**src/rtl/cntr_cmd_seq.sv**
```systemverilog
// cntr_cmd_seq: queues load/increment commands and expands them into one-per-cycle ld/inc strobes for a loadable counter.
// Latency: a command accepted into an empty idle sequencer pops on the next edge; its first strobe is visible the cycle after that.
// Backpressure: cmd_ready falls when the DEPTH-entry FIFO is full or rst is high; a same-cycle pop does not raise it.
//
// Ports: clk/rst (sync, active-high); cmd_valid/cmd_ready/cmd_op/cmd_data command handshake;
//        ld/inc/data_in registered counter strobes and load value; busy, fifo_count status; sat saturation flag.
// Optional: define CNTR_CMD_SAT_EN to track a shadow of the counter and suppress incs that would wrap it (sat flags this).
module cntr_cmd_seq #(
  parameter int WIDTH = 8,
  parameter int DEPTH = 4
) (
  input  logic                     clk,
  input  logic                     rst,
  input  logic                     cmd_valid,
  output logic                     cmd_ready,
  input  logic                     cmd_op,
  input  logic [WIDTH-1:0]         cmd_data,
  output logic                     ld,
  output logic                     inc,
  output logic [WIDTH-1:0]         data_in,
  output logic                     busy,
  output logic [$clog2(DEPTH):0]   fifo_count,
  output logic                     sat
);

  localparam int AW = $clog2(DEPTH);

  typedef enum logic [0:0] {S_IDLE = 1'b0, S_INC = 1'b1} state_t;

  // FIFO storage: {op, data}
  logic [WIDTH:0]   r_mem [DEPTH];
  logic [AW-1:0]    r_wr_ptr;
  logic [AW-1:0]    r_rd_ptr;
  logic [AW:0]      r_count;

  state_t           r_state;
  logic [WIDTH-1:0] r_rem;
  logic             r_ld;
  logic             r_inc;
  logic [WIDTH-1:0] r_data_in;

  logic             w_push;
  logic             w_pop;
  logic             w_head_op;
  logic [WIDTH-1:0] w_head_dat;
  logic             w_do_ld;
  logic             w_do_inc;
  logic             w_inc_ok;

  assign cmd_ready  = !rst && (r_count != (AW+1)'(DEPTH));
  assign w_push     = cmd_valid && cmd_ready;
  // Only an idle sequencer consumes the head; an increment burst holds the queue.
  assign w_pop      = (r_state == S_IDLE) && (r_count != '0);
  assign w_head_op  = r_mem[r_rd_ptr][WIDTH];
  assign w_head_dat = r_mem[r_rd_ptr][WIDTH-1:0];

  assign w_do_ld    = w_pop && !w_head_op;
  // An increment-by-zero pops without producing any strobe.
  assign w_do_inc   = (w_pop && w_head_op && (w_head_dat != '0)) || (r_state == S_INC);

  // FIFO storage carries no reset; validity is tracked by r_count.
  always_ff @(posedge clk) begin
    if (w_push) begin
      r_mem[r_wr_ptr] <= {cmd_op, cmd_data};
    end
  end

  // Pointers wrap modulo DEPTH by natural overflow (DEPTH is a power of 2).
  always_ff @(posedge clk) begin
    if (rst) begin
      r_wr_ptr <= '0;
      r_rd_ptr <= '0;
      r_count  <= '0;
    end else begin
      if (w_push) r_wr_ptr <= r_wr_ptr + AW'(1);
      if (w_pop)  r_rd_ptr <= r_rd_ptr + AW'(1);
      case ({w_push, w_pop})
        2'b10:   r_count <= r_count + (AW+1)'(1);
        2'b01:   r_count <= r_count - (AW+1)'(1);
        default: r_count <= r_count;
      endcase
    end
  end

  // Strobe FSM with registered outputs.
  always_ff @(posedge clk) begin
    if (rst) begin
      r_state   <= S_IDLE;
      r_rem     <= '0;
      r_ld      <= 1'b0;
      r_inc     <= 1'b0;
      r_data_in <= '0;
    end else begin
      r_ld  <= w_do_ld;
      r_inc <= w_do_inc && w_inc_ok;
      if (w_do_ld) r_data_in <= w_head_dat;
      case (r_state)
        S_IDLE: begin
          if (w_pop && w_head_op && (w_head_dat != '0)) begin
            // First pulse issues now; r_rem counts the pulses still owed.
            r_rem <= w_head_dat - WIDTH'(1);
            if (w_head_dat > WIDTH'(1)) r_state <= S_INC;
          end
        end
        S_INC: begin
          r_rem <= r_rem - WIDTH'(1);
          if (r_rem == WIDTH'(1)) r_state <= S_IDLE;
        end
        default: r_state <= S_IDLE;
      endcase
    end
  end

`ifdef CNTR_CMD_SAT_EN
  logic [WIDTH-1:0] r_shadow;
  logic             r_sat;

  // Shadow mirrors the downstream counter; an inc from all-ones would wrap it.
  assign w_inc_ok = (r_shadow != '1);

  always_ff @(posedge clk) begin
    if (rst) begin
      r_shadow <= '0;
      r_sat    <= 1'b0;
    end else if (w_do_ld) begin
      r_shadow <= w_head_dat;
      r_sat    <= 1'b0;
    end else if (w_do_inc) begin
      if (w_inc_ok) r_shadow <= r_shadow + WIDTH'(1);
      else          r_sat    <= 1'b1;
    end
  end

  assign sat = r_sat;
`else
  assign w_inc_ok = 1'b1;
  assign sat      = 1'b0;
`endif

  assign ld         = r_ld;
  assign inc        = r_inc;
  assign data_in    = r_data_in;
  assign fifo_count = r_count;
  assign busy       = (r_count != '0) || (r_state == S_INC);

endmodule

```
**config.mk**
```make
export PLATFORM = sky130hd
export DESIGN_NAME = cntr_cmd_seq
export DESIGN_NICKNAME = d
export VERILOG_FILES = /design/src/rtl/cntr_cmd_seq.sv
export SDC_FILE = /design/constraint.sdc
export NUM_CORES = 1
export LEC_CHECK = 0
export BUFFER_PORTS_ARGS = -buffer_cell sky130_fd_sc_hd__buf_2
export CAP_MARGIN = 10
export CORE_UTILIZATION = 55
export DETAILED_ROUTE_END_ITERATION = 10
export MAX_ROUTING_LAYER = met4
export PLACE_DENSITY = 0.85
export SYNTH_ARGS = -nofsm -noshare
export SYNTH_HDL_FRONTEND = slang
export SYNTH_SLANG_ARGS = --single-unit
```
**constraint.sdc**
```tcl
create_clock -name clk -period 2.6 [get_ports clk]
set_input_delay 0.39 -clock clk [delete_from_list [all_inputs] [get_ports clk]]
set_output_delay 0.39 -clock clk [all_outputs]
set_load 0.01 [all_outputs]
```
# After elaboration in Yosys (flattened, before gate mapping)
# Memories as Yosys holds them, arrays and structs flattened. A register that Yosys moved wholly into a read port is not among the register bits.
# Index checks and enable logic that the tools add are counted.
word_totals:
  memories: 1
  wordCells: 46
  input_bits: 12
  reg_bits: 26
  mem_bits_rw: 36
  output_inout_bits: 16
classes:
  n_addsub: 6
  magnitude_cmp: 1
  reduce_logical: 13
  n_bitwise: 1
  eq_ne: 5
  n_mux: 11
memory_table:
  columns: ["name", "words", "width", "read_ports", "rd_ports_with_merged_regs", "write_ports", "line", "source"]
  rows:
  - ["r_mem", 4, 9, 1, 1, 1, "31", "logic [WIDTH:0] r_mem [DEPTH];"]
ops:
  columns: ["operator", "n"]
  rows:
  - ["8-bit case mux with 2 select lines", 1]
  - ["8-bit by 1-bit subtractor with 8-bit output (second input constant)", 2]
  - ["8-bit by 1-bit == test with 1-bit output (second input constant)", 1]
  - ["8-bit by 1-bit greater-than comparator with 1-bit output (second input constant)", 1]
  - ["8-bit two-way mux", 1]
  - ["8-bit nonzero test", 1]
  - ["1-bit logical AND", 6]
  - ["3-bit case mux with 2 select lines", 1]
  - ["1-bit two-way mux", 5]
  - ["2-bit by 1-bit adder with 2-bit output (second input constant)", 2]
  - ["2-bit two-way mux", 2]
  - ["3-bit by 1-bit adder with 3-bit output (second input constant)", 1]
  - ["3-bit != test (second input constant)", 1]
  - ["3-bit nonzero test", 1]
  - ["3-bit by 1-bit subtractor with 3-bit output (second input constant)", 1]
  - ["2-bit by 1-bit == test with 1-bit output (second input constant)", 1]
  - ["2-bit == test (second input constant)", 1]
  - ["1-bit zero test", 2]
  - ["1-bit logical OR", 2]
  - ["2-bit by 1-bit != test with 1-bit output (second input constant)", 1]
  - ["1-bit case mux with 2 select lines", 1]
  - ["2-bit nonzero test", 1]
  - ["1-bit inverter", 1]

# Logic depth before layout (Yosys ltp)
logic_depth:
  word_depth: 6
  mapped_depth: 10
  ltp_nobuf: 10

# Worst setup path before layout
# No wires, ideal clock.
synth_timing:
  path_kind: "input-to-reg"
  start: "input port rst"
  end: "register r_count[2] (netlist: fifo_count[2])"
  setup_time_ns: 0.071
  path_slack_ns: 0.381
  stages: 10
  path_buffers: 1
  required_time_ns: 2.529
  arrival_time_ns: 2.148
  path_cell_list: "clkbuf_1 -> a31oi_1 -> and2_1 -> inv_1 -> ha_1 -> inv_1 -> fa_1 -> xor2_1 -> or3_1 -> a21oi_1"
synth_via:
  elab_chain_len: 5
  word_cells_on_any_way: 7
  cone_classes: "2 x eq/ne; 1 x mux; 4 x reduce/logical"
synth_rtl:
  columns: ["item", "line", "source"]
  rows:
  - ["from (decl)", "13", "input logic rst,"]
  - ["1-bit zero test *", "50", "assign cmd_ready = !rst && (r_count != (AW+1)'(DEPTH));"]
  - ["1-bit logical AND *", "50", null]
  - ["net cmd_ready", "15", "output logic cmd_ready,"]
  - ["1-bit logical AND *", "51", "assign w_push = cmd_valid && cmd_ready;"]
  - ["2-bit by 1-bit == test with 1-bit output or 2-bit == test (tied branches)", "77", "case ({w_push, w_pop})"]
  - ["3-bit case mux with 2 select lines or 2-bit nonzero test (tied branches)", null, null]
  - ["to (signal assigned)", "78", "2'b10: r_count <= r_count + (AW+1)'(1);"]
  - ["to (signal assigned)", "79", "2'b01: r_count <= r_count - (AW+1)'(1);"]
  - ["to (signal assigned)", "80", "default: r_count <= r_count;"]
  - ["to (decl)", "34", "logic [AW:0] r_count;"]
# The timed path passes the listed nets; every way through them passes the cells marked *.
# A chain may end at the register's enable or synchronous reset.

==> impl_metrics.py <==
metrics = {
    "status": {
        "outcome": "completed",
    },
    "yosys": {
        "yosysSeqAreaShare_pct": 57.0,
        "synthTopCellsByCount": "36 x edfxtp_1, 28 x dfxtp_1, 25 x nor2_1",
        "syn_inst": 223,
        "yosys_warnings": 0,
        "synth-seq-cells": 64,
        "syn_area_um2": 2880,
        "yosysMostFrequentCell": "edfxtp_1",
        "synth_edf_count": 36,
        "synthTopCellsByArea": "edfxtp_1 38%, dfxtp_1 19%, mux4_2 4.7%, ha_1 4.3%, mux2i_1 3.8%",
        "synthesis.nets": 246,
        "async_flop_share_pct": 0,
        "synthDistinctLibCells": 46,
        "yosys.area.top_type": "edfxtp_1",
        "synth_top_area_share_pct": 37.6,
        "synth_ff_type": "edfxtp_1",
        "synth_area_per_cell_um2": 12.9,
    },
    "timing": {
        "post-route-min-period_ns": 2.33,
        "setup_viol": 0,
        "finalMaxSlewViolations": 0,
        "rsz0062_at_grt": "no",
        "finalSetupTns_ns": 0,
        "fin_crit_sh_pct": 89.8,
        "hold_viol": 0,
        "fin_skew_ns": 0.00785,
        "fmax_mhz": 428,
        "hold_slack_ns": 0.274,
    },
    "floorplan": {
        "die_w_um": 74.3,
        "coreArea_um2": 4880,
        "chipHeight_um": 74.3,
        "dieArea_um2": 5530,
        "ios": 28,
        "placementRows": 25,
        "initial_core_util_pct": 59.0,
    },
    "power": {
        "power_switching_w": 0.00122,
        "p_int_w": 0.00242,
        "power_density_nw_per_um2": 1100,
        "p_seq_share_pct": 37.5,
        "combPwrFrac_pct": 37.7,
        "max-vdd-ir-drop_mv": 0.646,
        "p_clk_share_pct": 24.8,
        "p_sw_share_pct": 33.5,
        "p_leak_nw": 1.26,
    },
    "global_routing": {
        "grt_pass1_wl_um": 8210,
        "grt_pass1_vias": 1741,
        "gr-total-overflow": 0,
        "grt_max_degree": 35,
        "antenna_found_initial": 0,
        "grt_usage_pct": 21.5,
    },
    "layout": {
        "multi_input_area_um2": 1130,
        "final_cells": 329,
        "regArea_um2": 1640,
        "area_growth_pct": 14.8,
        "n_antenna_cell": 0,
        "nets": 280,
        "n_fill_cell": 362,
        "layout-drive-gt1-share_pct": 22.5,
    },
    "cts": {
        "cts_buffers": 9,
        "clock_path_buffers": 2,
        "cts_root_buf": "clkbuf_8",
        "ctsHtreeMaxLevel": 3,
        "cts_resized": 0,
        "path_clk_slew_ns": 0.07,
        "clk_latency_ns": 0.33,
        "cts_hold_buf": 0,
        "cts_tree": "done",
        "cts.sink_count": 64,
        "post-cts-setup-buffers": 0,
    },
    "worst_setup_path": {
        "crit_path_end_kind": "flip-flop",
        "cp.required_ns": 2.85,
        "critPathLaunchType": "flip-flop",
        "path_class": "reg -> reg",
        "path_max_fanout": 6,
        "crit_chain": "buf_4, mux4_2, nor4_4, a31oi_1, or4b_1, o211ai_1",
        "arrival_ns": 2.59,
        "max_stage_delay_ns": 0.60,
        "slowest_stage": "mux4_2",
        "cp_num_buf_inv": 1,
        "crit_family": "simple AND/OR/NAND/NOR gates",
    },
    "place": {
        "hpwlAfterDp_um": 3550,
        "port_buffers": 26,
        "place_inst": 313,
        "gp_congestion": 0.769,
    },
    "job": {
        "drv_cap": 0,
    },
    "detailed_routing": {
        "drt_iter0_markers": 94,
        "vias_per_cell": 5.38,
        "antenna_left": 0,
        "num_vias": 1770,
        "routed_wl_um": 5130,
        "post_drt_wl_per_cell_um": 15.6,
        "drc": 0,
        "drt_first_pass_iters": 4,
    },
    "hold_path": {
        "min_path_type": "in -> reg",
    },
}
-- layout by cell type, fill, tap and decap left out, drive strengths merged, types with 7 or more instances in the layout --
master / count
buf: 34
nor3: 7
nor2: 25
xor2: 7
inv: 13
clkbuf: 10
dfxtp: 28
nand2b: 7
mux4: 9
mux2i: 11
xnor2: 8
edfxtp: 36
ha: 10
-- power groups by stage --
stage / Combinational [W] / Clock, W / Sequential [W]
global route: 0.00154 / 0.000955 / 0.00138
floorplan: 0.00104 / 0 / 0.00137
finish: 0.00137 / 0.000903 / 0.00136
detailed placement: 0.00137 / 0 / 0.00138
global placement: 0.00134 / 0 / 0.00138
CTS: 0.00138 / 0.000914 / 0.00136
-- worst paths after layout --
path / start / endpoint / slack (ns) / cells past startpoint
worst max-delay path: flip-flop / r_rem[3]$_SDFFE_PP0P_ / 0.27 / 6
worst max register to register: flip-flop / r_rem[3]$_SDFFE_PP0P_ / 0.27 / 6
worst min-delay path: cmd_data[3] / r_mem[1][3]$_DFFE_PP_ / 0.27 / 1
worst min register to register: data_in[4]$_SDFFE_PP0P_ / data_in[4]$_SDFFE_PP0P_ / 0.50 / 2
-- metrics by stage --
step | power, W | area, um2 | util, % | setup slack (ns)
finish | 0.00364 | 3300 | 67.7 | 0.266
global route | 0.00387 | 3300 | 67.7 | 0.136
CTS | 0.00366 | 3300 | 67.7 | 0.269
detailed placement | 0.00275 | 3090 | 63.4 | 0.295
global placement | 0.00271 | 3090 | 63.4 | 0.382
floorplan | 0.00241 | 2880 | - | 0.381
-- per-layer routing --
| layer | vias to the layer above | track usage, % | part of all wire [%] |
|---|---|---|---|
| li1 | 879 | - | - |
| met1 | 857 | 26.2 | 44 |
| met2 | 29 | 35.5 | 52 |
| met3 | 5 | 4.07 | 2.7 |
| met4 | 0 | 8.60 | 0.70 |
| met5 | - | - | 0 |
-- cell families after synthesis --
logic type / synth area share, %
xor gates and xnor gates: 4.57
muxes: 11.8
and+or+nand+nor: 12.5
other: 0.130
AOI/OAI and AO/OA: 5.39
adders and majority gates: 5.04
buffers and inverters: 3.56
DFF: 57.0
-- sequential cells by signal, summed over array words and instances (netlist names), named ones only --
signal      cells
r_state         1
data_in         8
ld              1
r_rem           8
r_rd_ptr        2
fifo_count      3
r_mem          36
r_wr_ptr        2
inc             1
-- area by class of cell --
| class | count | share of cell area [%] |
|---|---|---|
| Multi-Input combinational cell | 136 | 34.3 |
| Inverter | 12 | 1.36 |
| Timing Repair Buffer | 34 | 5.76 |
| Tap cell | 67 | 2.54 |
| Clock inverter | 6 | 2.50 |
| Sequential cell | 64 | 49.7 |
| Clock buffer | 10 | 3.86 |
Note: power is estimated with default switching activity, not from simulation.
